File: src/rtl/inst_issuer.sv
// Instruction issue stage: buffers host instructions in a FIFO and issues them to the
// decoder, holding back drain (MMUL_D) hazards and dropping/counting illegal opcodes.
package inst_issuer_pkg;
  localparam int OP_W  = 4;
  localparam int REG_W = 4;

  localparam logic [OP_W-1:0] MMUL_D  = 4'd1;
  localparam logic [OP_W-1:0] MMUL_ND = 4'd2;

  typedef struct packed {
    logic [OP_W-1:0]  op;
    logic [REG_W-1:0] src1;
    logic [REG_W-1:0] src2;
    logic [REG_W-1:0] dest;
  } instruction_t;
endpackage

module inst_issuer
  import inst_issuer_pkg::*;
#(
  parameter int DEPTH        = 8,
  parameter int DRAIN_CYCLES = 4
) (
  input  logic                     clk_i,
  input  logic                     rst_i,
  input  instruction_t             host_inst_i,
  input  logic                     host_valid_i,
  output logic                     host_ready_o,
  input  logic                     flush_i,
  input  logic                     array_stall_i,
  output instruction_t             inst_o,
  output logic                     inst_valid_o,
  output logic                     drain_busy_o,
  output logic [$clog2(DEPTH):0]   count_o,
  output logic [7:0]               illegal_cnt_o
);
  localparam int AW = $clog2(DEPTH);
  localparam int CW = AW + 1;
  localparam int DW = $clog2(DRAIN_CYCLES + 1);

  typedef enum logic [1:0] {IDLE, ISSUE, HOLD} state_t;

  instruction_t     mem [DEPTH];
  logic [AW-1:0]    wr_ptr_reg;
  logic [AW-1:0]    rd_ptr_reg;
  logic [CW-1:0]    count_reg;
  logic [DW-1:0]    drain_cnt_reg;
  logic [REG_W-1:0] drain_dest_reg;
  instruction_t     inst_reg;
  logic             valid_reg;
  logic [7:0]       illegal_reg;

  instruction_t head;
  state_t       state;
  logic         head_legal;
  logic         hazard;
  logic         push;
  logic         pop;
  logic         issue_legal;
  logic         issue_illegal;

  assign head       = mem[rd_ptr_reg];
  assign head_legal = (head.op == MMUL_D) || (head.op == MMUL_ND);
  assign hazard     = (drain_cnt_reg != '0) &&
                      ((head.op == MMUL_D) ||
                       (head.src1 == drain_dest_reg) ||
                       (head.src2 == drain_dest_reg));

  assign host_ready_o = (count_reg < CW'(DEPTH)) & ~flush_i & ~rst_i;
  assign push         = host_valid_i & host_ready_o;

  // Issue decision is re-evaluated every cycle from the current FIFO head;
  // illegal opcodes bypass the hazard check since they never reach the array.
  always_comb begin
    state         = IDLE;
    pop           = 1'b0;
    issue_legal   = 1'b0;
    issue_illegal = 1'b0;
    if (array_stall_i) begin
      state = HOLD;
    end else if (count_reg == '0) begin
      state = IDLE;
    end else if (head_legal && hazard) begin
      state = HOLD;
    end else begin
      state = ISSUE;
    end
    if (state == ISSUE && !flush_i) begin
      pop           = 1'b1;
      issue_legal   = head_legal;
      issue_illegal = ~head_legal;
    end
  end

  always_ff @(posedge clk_i) begin
    if (push) begin
      mem[wr_ptr_reg] <= host_inst_i;
    end
  end

  always_ff @(posedge clk_i or posedge rst_i) begin
    if (rst_i) begin
      wr_ptr_reg     <= '0;
      rd_ptr_reg     <= '0;
      count_reg      <= '0;
      drain_cnt_reg  <= '0;
      drain_dest_reg <= '0;
      inst_reg       <= '0;
      valid_reg      <= 1'b0;
      illegal_reg    <= '0;
    end else if (flush_i) begin
      wr_ptr_reg    <= '0;
      rd_ptr_reg    <= '0;
      count_reg     <= '0;
      drain_cnt_reg <= '0;
      valid_reg     <= 1'b0;
    end else begin
      if (push) begin
        wr_ptr_reg <= wr_ptr_reg + AW'(1);
      end
      if (pop) begin
        rd_ptr_reg <= rd_ptr_reg + AW'(1);
      end
      case ({push, pop})
        2'b10:   count_reg <= count_reg + CW'(1);
        2'b01:   count_reg <= count_reg - CW'(1);
        default: count_reg <= count_reg;
      endcase

      // A stall freezes the drain countdown along with the issue path.
      if (issue_legal && head.op == MMUL_D) begin
        drain_cnt_reg  <= DW'(DRAIN_CYCLES);
        drain_dest_reg <= head.dest;
      end else if (!array_stall_i && drain_cnt_reg != '0) begin
        drain_cnt_reg <= drain_cnt_reg - DW'(1);
      end

      valid_reg <= issue_legal;
      if (issue_legal) begin
        inst_reg <= head;
      end
      if (issue_illegal && illegal_reg != 8'hFF) begin
        illegal_reg <= illegal_reg + 8'd1;
      end
    end
  end

  assign inst_o        = inst_reg;
  assign inst_valid_o  = valid_reg;
  assign drain_busy_o  = (drain_cnt_reg != '0);
  assign count_o       = count_reg;
  assign illegal_cnt_o = illegal_reg;

endmodule

File: config.mk
export PLATFORM = sky130hd
export DESIGN_NAME = inst_issuer
export DESIGN_NICKNAME = d
export VERILOG_FILES = /design/src/rtl/inst_issuer.sv
export SDC_FILE = /design/constraint.sdc
export NUM_CORES = 1
export LEC_CHECK = 0
export ABC_AREA = 1
export CAP_MARGIN = 20
export CORE_ASPECT_RATIO = 0.6
export CORE_MARGIN = 4
export CORE_UTILIZATION = 59
export DETAILED_ROUTE_END_ITERATION = 8
export GPL_ROUTABILITY_DRIVEN = 1
export PLACE_DENSITY = 0.8
export SLEW_MARGIN = 20
export SYNTH_ARGS = -nofsm -noshare
export SYNTH_HDL_FRONTEND = slang
export SYNTH_SLANG_ARGS = --single-unit
File: constraint.sdc
create_clock -name clk_i -period 3.4 [get_ports clk_i]
set_input_delay 0.68 -clock clk_i [delete_from_list [all_inputs] [get_ports clk_i]]
set_output_delay 0.68 -clock clk_i [all_outputs]
set_load 0.02 [all_outputs]
Word level (Yosys, flattened, before mapping)
Memory sizes are Yosys's and may differ from the RTL's.
Index checks and enable logic that the tools add are counted.
W data, S select, Z words.
{"block": "op_classes", "n_mux": 18, "div": 0, "n_lt_le_gt_ge": 1, "n_eq_ne": 8, "n_reduce_logical": 20, "addsub": 6, "n_shift": 0, "multipliers": 0, "bitwise_logic": 6}
{"op": "$mux W3", "n": 7}
{"op": "$reduce_bool A3 Y1", "n": 3}
{"op": "$add A8 B1 Y8 const B", "n": 1}
{"op": "$eq A4 B4 Y1", "n": 2}
{"op": "$ne A8 B8 Y1 const B", "n": 1}
{"op": "$pmux W4 S2", "n": 1}
{"op": "$add A3 B1 Y3 const B", "n": 2}
{"op": "$logic_and A1 B1 Y1", "n": 6}
{"op": "$mux W1", "n": 6}
{"op": "$mux W2", "n": 3}
{"op": "$reduce_and A2 Y1", "n": 3}
{"op": "$add A4 B1 Y4 const B", "n": 1}
{"op": "$eq A2 B1 Y1 const B", "n": 2}
{"op": "$eq A4 B1 Y1 const B", "n": 1}
{"op": "$eq A4 B2 Y1 const B", "n": 1}
{"op": "$logic_not A4 Y1", "n": 1}
{"op": "$lt A4 B4 Y1 const B", "n": 1}
{"op": "$mux W4", "n": 1}
{"op": "$reduce_bool A2 Y1", "n": 2}
{"op": "$sub A4 B1 Y4 const B", "n": 1}
{"op": "$and A1 B1 Y1", "n": 3}
{"op": "$logic_or A1 B1 Y1", "n": 3}
{"op": "$not A1 Y1", "n": 3}
{"op": "$sub A3 B1 Y3 const B", "n": 1}
{"op": "2 further kinds", "n": 3}
{"block": "totals", "reg_bits": 42, "latchBits": 0, "in_bits": 21, "memories": 1, "ramBits": 128, "output_inout_bits": 31, "mem_bits_ro": 0, "word_cells": 71}
{"name": "mem", "depth": 8, "width": 16, "rd": 1, "rd_ports_with_merged_regs": 0, "wr": 1, "line": "43", "text": "instruction_t mem [DEPTH];"}

Logic depth before layout (Yosys ltp)
Gate-level depths: netlist (run 1).
An unclocked memory read counts as a cell.
{"block": "depth", "ltp_word": 15, "depth_mapped": 25, "mapped_depth_nobuf": 24}

Worst setup path after synthesis (run 1)
Ideal clock, no wire load.
{"block": "synth_path", "path_type": "input to register", "from": "in flush_i", "to": "reg count_reg[3], in the netlist count_o[3]", "n_path_buf": 0, "stages": 15, "slack_ns": 0.615, "required_time_ns": 3.283, "setup_time_ns": 0.117, "arrival_time_ns": 2.669, "path_cell_list": "nor3_1 -> nand2_1 -> inv_1 -> nor2_1 -> inv_1 -> nor2_1 -> ha_1 -> a21oi_1 -> nand2_1 -> xor2_1 -> inv_1 -> nand4_1 -> nand2_1 -> nand2_1 -> nand2_1"}
{"block": "synth_between", "elab_chain_len": 7, "word_cells_on_any_way": 12, "cone_classes": "2 x eq/ne; 3 x mux; 4 x bitwise; 3 x reduce/logical"}
{"item": "start, declared", "line": "29", "text": "input logic flush_i,"}
{"item": "$not A1 Y1 (no line)"}
{"item": "$and A1 B1 Y1 (2 in a row)", "line": "69", "text": "assign host_ready_o = (count_reg < CW'(DEPTH)) & ~flush_i & ~rst_i;"}
{"item": "$and A1 B1 Y1", "line": "70", "text": "assign push = host_valid_i & host_ready_o;"}
{"item": "$eq A2 B1 Y1 or $eq A2 B2 Y1 (tied branches)", "line": "124", "text": "case ({push, pop})"}
{"item": "$pmux W4 S2", "line": "124"}
{"item": "$mux W4", "line": "111", "text": "end else if (flush_i) begin"}
{"item": "end signal, assigned", "line": "125", "text": "2'b10: count_reg <= count_reg + CW'(1);"}
{"item": "end signal, assigned", "line": "126", "text": "2'b01: count_reg <= count_reg - CW'(1);"}
{"item": "end signal, assigned", "line": "127", "text": "default: count_reg <= count_reg;"}
{"item": "end, declared", "line": "46", "text": "logic [CW-1:0] count_reg;"}
Several ways; a longest one is shown, not always the timed one.
A chain may end at the register's enable or synchronous reset.

Final worst setup path (run 1)
{"block": "layout_path", "from": "reg rd_ptr_reg[0]", "to": "reg count_reg[3], in the netlist count_o[3]"}
{"block": "layout_between", "elab_chain_len": 15, "word_cells_on_any_way": 21, "cone_classes": "7 x eq/ne; 6 x mux; 7 x reduce/logical; 1 x memory"}
{"item": "start, declared", "line": "45", "text": "logic [AW-1:0] rd_ptr_reg;"}
{"item": "start signal, assigned", "line": "122", "text": "rd_ptr_reg <= rd_ptr_reg + AW'(1);"}
{"item": "$mem_v2 Z8 W16 (*)"}
{"item": "$eq A4 B1 Y1 or $eq A4 B4 Y1 (tied branches)", "line": "63, 65, 66"}
{"item": "$logic_or A1 B1 Y1", "line": "65", "text": "((head.op == MMUL_D) ||"}
{"item": "$logic_or A1 B1 Y1", "line": "66", "text": "(head.src1 == drain_dest_reg) ||"}
{"item": "$logic_and A1 B1 Y1", "line": "64", "text": "assign hazard = (drain_cnt_reg != '0) &&"}
{"item": "$logic_and A1 B1 Y1 (*)", "line": "83", "text": "end else if (head_legal && hazard) begin"}
{"item": "$mux W2 (*)", "line": "83"}
{"item": "$mux W2 (*)", "line": "81", "text": "end else if (count_reg == '0) begin"}
{"item": "$mux W2 (*)", "line": "79", "text": "if (array_stall_i) begin"}
{"item": "$eq A2 B1 Y1 (*)", "line": "88", "text": "if (state == ISSUE && !flush_i) begin"}
{"item": "$logic_and A1 B1 Y1 (*)", "line": "88"}
{"item": "$mux W1 (*)", "line": "88"}
{"item": "$eq A2 B1 Y1 or $eq A2 B2 Y1 (tied branches)", "line": "124"}
{"item": "$pmux W4 S2", "line": "124"}
{"item": "$mux W4", "line": "111"}
Mark *: on every way between the ends. The rest lies on a longest branch, timed or not.

==> key figures, run 1 <==
Status
  • Status: completed

Flow run
  • Max cap viols: 0

Hold path
  • Hold Crit Class: flop to flop

Global route
  • Global-route usage over all layers: 25.1%
  • Vias in the first global route: 5,155
  • Initial antenna violation count: 0
  • Largest net degree at the start of global routing: between 40 and 50
  • First-pass GRT wire length: 27,500 um
  • Grt ovf: 0

Synthesis
  • Register area share after synthesis: 66.0%
  • Largest cells by area after synthesis: edfxtp_1, dfrtp_1, nand2_1
  • Post-synthesis average cell area: around 10 sq um
  • Top FF cell, synth: edfxtp_1
  • Asr flop ratio synth: 24.7%
  • Netlist cell types: 31
  • Post-Syn Nets: 737
  • Post-synth top area cell: edfxtp_1
  • Post-synth top area share: 51.9%
  • FF+latch count, synth: 170
  • Number of synthesized flops with an enable pin: 128
  • Mapped cell area: 7410 sq um
  • Syn Inst Count: 708
  • Syn. warnings: 0

Setup path
  • Crit path required time: approximately 3.7 ns
  • Crit-path slowest cell: dfrtp_2
  • Startpoint types: flop
  • Worst Path Arrival: 3.43 ns
  • Top cell by count, worst path: nand2_1
  • Worst setup EP type: flop
  • CP Cell Sequence: inv_4, buf_12, nand2_1, nand2_1, nand2_1, nand3_1, o21ai_1, nand2_1, nor2_2, nor2_1, nor2_2, nand2_2, nand2_4, nor2_2, ha_1, a21oi_1, nand2_1, xor2_1, inv_1, nand4_1, nand2_1, nand2_1, nand2_1
  • Critical path class: flop to flop
  • Worst-path fanout max: 34
  • Max incr delay on CP: 0.49 ns
  • R2r setup slk: about 0.30 ns

STA
  • Max Slew Vio Count: 0
  • Max Clock Freq: 322 MHz
  • Setup violations, final: 0
  • Setup_tns: 0 ns
  • RSZ-0062 raised after global routing: false
  • Rel. slew slack: 55.0%
  • Worst Skew: 0.00937 ns
  • Slew @ Worst Pin: 0.672 ns
  • Post-route worst setup slack: 0.298 ns
  • Hold Fails Final Rpt: 0
  • Tcrit/Tclk final: between 90% and 100%
  • Period minus WS final: 3.10 ns

Finish
  • Most frequent cells in the layout: nand2_1, edfxtp_1, nor2_1, inv_1, nand3_1
  • Share of layout cells above drive strength 1: 10.0%
  • Max FFs per register: 128
  • P&R area growth vs syn: 18.4%
  • Layout Nets: 806
  • Leading cell type in the layout, fill and taps excluded: nand2_1
  • Non-filler cells, final: 955
  • Final instance area: about 8800 sq um
  • Diode count: 0
  • Largest Register: mem
  • Final Util: 72.1%

Drt
  • DRT antenna net count: 0
  • Vias per Instance: between 5 and 6
  • DR vias: 5,368
  • DRT iter0 DRCs: about 850
  • Avg WL per Cell: 18.5 um
  • Residual DRC: 0
  • Final WL: 17,600 um
  • DRT Pass-1 Iters: 5

Floorplan
  • Die width: approximately 150 um
  • Die area: 14,500 sq um
  • Core Region: 12,200 sq um
  • IO Pins: 52
  • Std cell rows: 31
  • Die height: 94.8 um
  • Starting Density: 60.9%

Clock network
  • CTS Buf Count: 17
  • Total clock sinks: 170
  • Root Buffer Master: clkbuf_16
  • Clk pin slew, worst setup/hold paths: about 0.060 ns
  • H-tree levels: 4
  • Clk_lat worst skew: 0.43 ns
  • CTS tree: built
  • Longest Clk Path Bufs: 2

Pwr
  • Cell area power density: 744 nW/um^2
  • Maximum vdd ir drop: ~0.37 mV
  • P_leak: 0.00368 uW

Place
  • Post-Place Setup Slack: around 0.23 ns
  • Post-DP HPWL: 10,900 um
  • Dpl cell area: 8130 sq um
  • I/O Buffers: 51
  • Placer congestion estimate: 0.821
  • Post-Place Cells: 920
[per-stage QoR]
| step | hold WS, ns | power (uW) |
|---|---|---|
| after detailed placement | 0.471 | 4530 |
| after floorplan | 0.502 | 3910 |
| final | 0.481 | 6530 |
| after global routing | 0.495 | 6860 |
| after CTS | 0.485 | 6450 |
| after global placement | 0.454 | 4450 |
[Yosys cell counts (all sizes together), types with 3 or more instances]
cell    number
edfxtp     128
a21oi        3
nor2        72
dfrtp       42
inv         69
clkbuf       4
mux2i        4
xnor2        6
nand3       60
nand2      206
o21ai       62
ha           7
xor2         4
o22ai        8
buf         25
[power breakdown]
part           total, uW  switching, uW  internal (uW)
registers           2580            162           2420
logic               2040           1260            774
clock network       1910            794           1120
[worst paths after layout]
kind,start,to,cells past startpoint
max,rd_ptr_reg[0]$_DFFE_PP0P_,count_o[3]$_DFFE_PP0P_,23
min,inst_o[6]$_DFFE_PP0P_,inst_o[6]$_DFFE_PP0P_,2
max reg2reg,rd_ptr_reg[0]$_DFFE_PP0P_,count_o[3]$_DFFE_PP0P_,23
min reg2reg,inst_o[6]$_DFFE_PP0P_,inst_o[6]$_DFFE_PP0P_,2
max in group asynchronous,rst_i,rd_ptr_reg[0]$_DFFE_PP0P_,3
min in group asynchronous,rst_i,count_o[0]$_DFFE_PP0P_,3
[per-layer routing]
metal,global-route usage [%],vias up,share of wire [%]
met5,0,-,0
met4,8.30,0,1.7
met3,4.85,33,9.9
met2,40.9,293,48
met1,34.6,2554,40
li1,-,2488,-
[what timing repair did]
| action | in CTS | in global routing |
|---|---|---|
| endpoints found under the setup margin | 0 | 1 |
| hold buffers | 0 | 0 |
| setup buffers | 0 | 2 |
| resized for setup | 0 | 8 |
[cells by family (layout without fill, tap and decap cells)]
family | after synthesis | after routing | synth area share, %
adders and majority gates | 8 | 8 | 1.45
and+or+nand+nor | 342 | 342 | 18.8
AOI/OAI and AO/OA | 76 | 76 | 5.66
DFF | 170 | 170 | 66.0
muxes | 4 | 4 | 0.540
xor gates and xnor gates | 10 | 10 | 1.18
buffers and inverters | 98 | 180 | 6.36
[worst max-delay path, delay by kind of cell, from the launching register on]
kind	cells	cell delay [ns]
AND/OR/NAND/NOR	16	1.41
flip-flops	1	0.49
buffers and inverters	3	0.39
adder cells (fa/ha/maj)	1	0.29
AO/OA/AOI/OAI	2	0.22
XOR/XNOR	1	0.16
[area by class of cell]
cell class / instances / area, sq um
well taps: 165 / 206
clock inverters: 8 / 81.3
multi-input cells: 440 / 2050
fillers: 821 / 3400
flip-flops and latches: 170 / 4900
inverters: 69 / 264
repair buffers: 79 / 771
clock buffers: 24 / 504
Note: power is estimated with default switching activity, not from simulation.
==> run 2: changes to the inputs <==
--- a/config.mk
+++ b/config.mk
@@ -9,10 +9,12 @@
 export CAP_MARGIN = 20
 export CORE_ASPECT_RATIO = 0.6
 export CORE_MARGIN = 4
-export CORE_UTILIZATION = 59
+export CORE_UTILIZATION = 63
 export DETAILED_ROUTE_END_ITERATION = 8
+export DONT_BUFFER_PORTS = 1
 export GPL_ROUTABILITY_DRIVEN = 1
-export PLACE_DENSITY = 0.8
+export MAX_ROUTING_LAYER = met4
+export PLACE_DENSITY = 0.79
 export SLEW_MARGIN = 20
 export SYNTH_ARGS = -nofsm -noshare
 export SYNTH_HDL_FRONTEND = slang
==> run 2 against run 1 <==
Effect of this change:
- via count down 5.5%
- final area down 6.5%
- flip-flop and latch count unchanged
- sequential power up 7%
- sequential share of layout area up 3.9 points
- combinational power down 27%
- critical path depth up 1
- largest power group unchanged
==> key figures, run 2 (synthesis results as in run 1) <==
Clock network
  • CTS Buf Count: 17
  • Total clock sinks: 170
  • Clk pin slew, worst setup/hold paths: around 0.070 ns
  • Root Buffer Master: clkbuf_16
  • Clk_lat worst skew: 0.43 ns
  • Longest Clk Path Bufs: 2
  • H-tree levels: 4
  • CTS tree: built

Drt
  • Avg WL per Cell: 18.4 um
  • Vias per Instance: 5.69
  • DRT Pass-1 Iters: 5
  • DRT antenna net count: 0
  • Final WL: around 16,000 um
  • DRT iter0 DRCs: 586
  • Residual DRC: 0
  • DR vias: between 5k and 6k

Place
  • Post-Place Cells: 860
  • Placer congestion estimate: 0.873
  • Post-DP HPWL: 10,300 um
  • I/O Buffers: 0
  • Post-Place Setup Slack: 0.211 ns

Global route
  • Grt ovf: 0
  • Largest net degree at the start of global routing: 43
  • Global-route usage over all layers: about a quarter
  • Vias in the first global route: 5,009
  • Initial antenna violation count: 0
  • First-pass GRT wire length: 26,300 um

Finish
  • Share of layout cells above drive strength 1: 10.2%
  • Non-filler cells, final: a little under 900
  • P&R area growth vs syn: 10.7%
  • Max FFs per register: 128
  • Largest Register: mem
  • Layout Nets: 748
  • Diode count: 0
  • Number of fill cells in the layout: 798
  • Leading cell type in the layout, fill and taps excluded: nand2_1
  • Most frequent cells in the layout: nand2_1, edfxtp_1, nor2_1, inv_1, nand3_1
  • Final Util: 71.9%

Setup path
  • CP Buf/Inv Count: 3
  • Max incr delay on CP: between 0.4 and 0.5 ns
  • Crit-path slowest cell: dfrtp_2
  • Top cell by count, worst path: nand2_1
  • Delay-heaviest family, CP: simple AND/OR/NAND/NOR gates
  • Worst Path Arrival: 3.52 ns
  • Worst setup EP type: flop
  • Startpoint types: flop
  • Worst-path fanout max: 32
  • CP Cell Sequence: inv_2, buf_12, nand2_1, nand2_1, nand2_1, nand3_1, nand2_1, nand2_1, nand2_1, nor2_1, nand2_1, nand3_1, nand2_2, nand2_4, nor2_2, ha_1, a21oi_1, nand2_1, xor2_2, inv_1, nand4_1, nand2_1, nand2_1, nand2_1
  • Critical path class: flop to flop
  • Crit path required time: between 3 and 4 ns

STA
  • Worst Skew: between 0.006 and 0.007 ns
  • Tcrit/Tclk final: 92.6%
  • Rel. slew slack: 36.3%
  • Max Clock Freq: around 320 MHz
  • Max Slew Vio Count: 0
  • Setup violations, final: 0
  • Period minus WS final: 3.15 ns
  • Post-route worst setup slack: between 0.2 and 0.3 ns
  • Slew @ Worst Pin: 0.954 ns
  • Hold Fails Final Rpt: 0

Pwr
  • P_sw: ~2200 uW
  • Switching part of the total: 34.7%
  • Comb pwr share: 23.8%
  • Pint: a little over 4000 uW
  • P_leak: around 0.0035 uW
  • Cell area power density: 761 nW/um^2
  • Maximum vdd ir drop: around 0.4 mV
  • Clock power share: 32.2%
  • Register share of total power: 44.0%

Floorplan
  • IO Pins: 52
  • Std cell rows: 30
  • Die width: 148 um
  • Starting Density: approximately 65%
  • Core Region: 11,400 sq um
  • Die area: 13,600 sq um
  • Die height: 92.0 um

Flow run
  • Max cap viols: 0

Hold path
  • Hold Crit Class: input port to async pin

Status
  • Status: completed
[run 2: changes by cell type in the layout (fill, tap and decap cells not counted), moves of 3 or more]
cell             before  now
clkdlybuf4s50_1      51    0
buf_4                23   17
inv_6                 1    7
clkbuf_1              4    0
clkbuf_16            20   17
inv_4                 4    1
[run 2: layer usage]
metal  vias to the layer above  routed length (um)  global-route usage [%]
li1                       2371                   -                       -
met1                      2429                7050                    35.9
met2                       242                7500                    38.4
met3                        33                1510                    6.52
met4                         0                 352                    10.7
met5                         -                   0                       -
[run 2: power by group through the flow]
stage / clock [uW] / combinational (uW) / sequential (uW)
global route: 2140 / 1680 / 2770
floorplan: 0 / 1180 / 2730
global placement: 0 / 1360 / 2770
finish: 2010 / 1490 / 2750
detailed placement: 0 / 1430 / 2780
CTS: 2030 / 1450 / 2740
[run 2: worst reg2reg max path: stages (launching register included)]
cell and delay, ns:
dfrtp_2 0.43, inv_2 0.11, buf_12 0.19, nand2_1 0.11, nand2_1 0.08, nand2_1 0.05
nand3_1 0.11, nand2_1 0.11, nand2_1 0.07, nand2_1 0.05, nor2_1 0.17, nand2_1 0.09
nand3_1 0.11, nand2_2 0.11, nand2_4 0.12, nor2_2 0.07, ha_1 0.32, a21oi_1 0.16
nand2_1 0.10, xor2_2 0.16, inv_1 0.07, nand4_1 0.10, nand2_1 0.10, nand2_1 0.05
nand2_1 0.05
[run 2: final timing paths]
kind	start	end	slack, ns	cells after the start
worst min register to register	drain_cnt_reg[1]$_DFFE_PP0P_	drain_cnt_reg[1]$_DFFE_PP0P_	0.56	2
worst max-delay path	rd_ptr_reg[0]$_DFFE_PP0P_	count_o[3]$_DFFE_PP0P_	0.25	24
worst max register to register	rd_ptr_reg[0]$_DFFE_PP0P_	count_o[3]$_DFFE_PP0P_	0.25	24
worst min-delay path	rst_i	count_o[1]$_DFFE_PP0P_	0.34	1
min in group clk_i	host_inst_i[4]	mem[7][4]$_DFFE_PP_	0.34	0
max in group asynchronous	rst_i	rd_ptr_reg[0]$_DFFE_PP0P_	2.40	1
[run 2: area by class of cell]
cell class,instances,area [sq um],share of cell area [%]
tap,160,200,2.44
sequential,170,4900,59.7
multi-input combinational,440,2060,25.0
timing repair buffer,21,181,2.21
clock inverter,15,186,2.27
clock buffer,17,425,5.18
inverter,69,262,3.19
[run 2: per-stage QoR]
stage / hold WS, ns / area, sq um / setup TNS (ns) / power [uW]
2_1_floorplan: 0.502 / 7410 / 0 / 3910
3_3_place_gp: 0.540 / 7570 / 0 / 4130
3_5_place_dp: 0.541 / 7570 / 0 / 4220
4_1_cts: 0.325 / 8180 / 0 / 6220
5_1_grt: 0.322 / 8210 / -0.00606 / 6580
6_report: 0.339 / 8210 / 0 / 6240
[run 2: what timing repair did]
item / 4_1_cts / 5_1_grt
setup buffers: 0 / 0
resized for setup: 0 / 7
setup endpoints to repair: 0 / 1
hold buffers: 0 / 0
==> run 3: changes to the inputs <==
--- a/config.mk
+++ b/config.mk
@@ -7,7 +7,7 @@
 export LEC_CHECK = 0
 export ABC_AREA = 1
 export CAP_MARGIN = 20
-export CORE_ASPECT_RATIO = 0.6
+export CORE_ASPECT_RATIO = 0.7
 export CORE_MARGIN = 4
 export CORE_UTILIZATION = 63
 export DETAILED_ROUTE_END_ITERATION = 8
==> run 3 against run 2 <==
Effect of this change:
- sequential power barely moved
- register-to-register slack worse by 0.16 ns
- power increased by 2.6%
- worst setup slack worse by 0.16 ns
- critical path type unchanged
- sequential share of layout area is 0.71 points lower
- maximum frequency fell by 5.0%
- cell count shrank 0.22%
- first-iteration DRC count up 11%
==> key figures, run 3 (synthesis results as in run 1) <==
Global route
  • Grt met1 use: 35.9%
  • Vias in the first global route: 5,134
  • GRT busiest layer: met2
  • Initial antenna violation count: 0
  • M2 GR Usage: 43.9%
  • First-pass GRT wire length: 27,200 um
  • Global-route usage over all layers: 27.9%
  • M3 GR Usage: 8.42%
  • Largest net degree at the start of global routing: 50
  • Grt ovf: 0

Setup path
  • Max incr delay on CP: around 0.55 ns
  • Critical path class: flop to flop
  • Crit-path slowest cell: dfrtp_2
  • Worst setup EP type: flop
  • Delay-heaviest family, CP: simple AND/OR/NAND/NOR gates
  • Worst Path Arrival: 3.69 ns
  • CP Buf/Inv Count: 4
  • Worst-path fanout max: 20
  • Crit path required time: 3.77 ns
  • Startpoint types: flop
  • Top cell by count, worst path: nand2_1
  • CP Cell Sequence: inv_8, buf_12, nand2_1, nand3_1, nand3_1, nand2_1, nand2_1, nand2_1, nand2_1, inv_2, nand2_1, nand3_1, nand2_2, nand2_4, nor2_4, ha_1, a21oi_1, nand2_1, xor2_2, inv_1, nand4_1, nand2_1, nand2_1, nand2_1

Drt
  • Vias per Instance: just under 6
  • DR vias: 5,227
  • DRT antenna net count: 0
  • DRT iter0 DRCs: 650
  • Residual DRC: 0
  • DRT Pass-1 Iters: 6
  • Final WL: ~18,000 um
  • Avg WL per Cell: 20.4 um

Pwr
  • P_sw: 2270 uW
  • Comb pwr share: 25.9%
  • Maximum vdd ir drop: 0.633 mV
  • Switching part of the total: 35.4%
  • Total chip power: 6410 uW
  • Clock power share: 30.9%
  • P_leak: between 0.003 and 0.004 uW
  • Register share of total power: 43.2%
  • Cell area power density: 771 nW/um^2
  • Pint: slightly above 4000 uW

Clock network
  • Clk pin slew, worst setup/hold paths: about 0.07 ns
  • H-tree levels: 4
  • Total clock sinks: 170
  • Clk_lat worst skew: 0.44 ns
  • Root Buffer Master: clkbuf_16
  • Longest Clk Path Bufs: 2
  • CTS Buf Count: 17
  • CTS tree: built

Place
  • Placer congestion estimate: 0.867
  • Dpl cell area: roughly 7600 sq um
  • Post-Place Cells: between 800 and 900
  • Post-DP HPWL: around 10,000 um
  • I/O Buffers: 0

STA
  • Period minus WS final: 3.31 ns
  • Max Clock Freq: 302 MHz
  • Rel. slew slack: 51.8%
  • Worst Skew: 0.00884 ns
  • Setup_tns: 0 ns
  • Hold Fails Final Rpt: 0
  • Tcrit/Tclk final: between 90% and 100%
  • Slew @ Worst Pin: 0.720 ns
  • Setup violations, final: 0
  • Max Slew Vio Count: 0

Floorplan
  • IO Pins: 52
  • Die height: 98.8 um
  • Starting Density: 65.9%
  • Die area: 13,600 sq um
  • Die width: 138 um
  • Std cell rows: 32
  • Core Region: 11,300 sq um

Hold path
  • Hold Crit Class: input port to async pin

Finish
  • Number of fill cells in the layout: 725
  • FF/Latch Area: 4900 sq um
  • Share of layout cells above drive strength 1: 10.7%
  • Largest Register: mem
  • Leading cell type in the layout, fill and taps excluded: nand2_1
  • Non-filler cells, final: 890
  • Max FFs per register: 128
  • Multi-input logic area: between 2000 and 2500 sq um
  • P&R area growth vs syn: 12.1%
  • Most frequent cells in the layout: nand2_1, edfxtp_1, nor2_1, inv_1, nand3_1
  • Diode count: 0
  • Layout Nets: roughly 750
  • Final instance area: 8310 sq um

Flow run
  • Max cap viols: 0

Status
  • Status: completed
-- run 3: what timing repair did --
item,CTS,global route
buffers inserted,0,1
resized for setup,3,12
hold buffers,0,0
gates cloned,0,4
endpoints found under the setup margin,1,3
-- run 3: final cells by class --
class | instances | share of cell area, %
repair inverters | 1 | 0.0753
well taps | 153 | 2.30
repair buffers | 25 | 3.39
clock buffers | 17 | 5.12
multi-input cells | 440 | 24.8
inverters | 69 | 3.24
clock inverters | 15 | 2.08
flip-flops and latches | 170 | 58.9
-- run 3: path summary, 6_finish.rpt --
kind | start | cells past startpoint | slack [ns] | end
worst max-delay path | rd_ptr_reg[0]$_DFFE_PP0P_ | 24 | 0.09 | count_o[3]$_DFFE_PP0P_
max in group asynchronous | rst_i | 2 | 2.59 | rd_ptr_reg[0]$_DFFE_PP0P_
worst min register to register | drain_dest_reg[3]$_DFFE_PP0P_ | 2 | 0.57 | drain_dest_reg[3]$_DFFE_PP0P_
worst min-delay path | rst_i | 1 | 0.05 | count_o[2]$_DFFE_PP0P_
min in group clk_i | host_inst_i[8] | 0 | 0.34 | mem[3][8]$_DFFE_PP_
worst max register to register | rd_ptr_reg[0]$_DFFE_PP0P_ | 24 | 0.09 | count_o[3]$_DFFE_PP0P_
-- run 3: routing by layer --
metal / up-vias / routed length, um
li1: 2382 / -
met1: 2517 / 7120
met2: 293 / 8800
met3: 35 / 1910
met4: 0 / 289
met5: - / 0
-- run 3: power by group through the flow --
stage	combinational (uW)	sequential, uW	clock (uW)
after floorplan	1180	2730	0
after global placement	1370	2770	0
after detailed placement	1430	2780	0
after CTS	1480	2750	1990
after global routing	1830	2790	2090
final	1660	2770	1980
-- run 3: metrics by stage --
stage / util (%) / worst slack, ns / hold slack [ns]
floorplan: - / 0.615 / 0.502
global placement: 67.3 / 0.287 / 0.489
detailed placement: 67.3 / 0.0389 / 0.506
CTS: 72.7 / 0.0826 / 0.0450
global route: 73.8 / -0.0410 / 0.0538
finish: 73.8 / 0.0874 / 0.0458
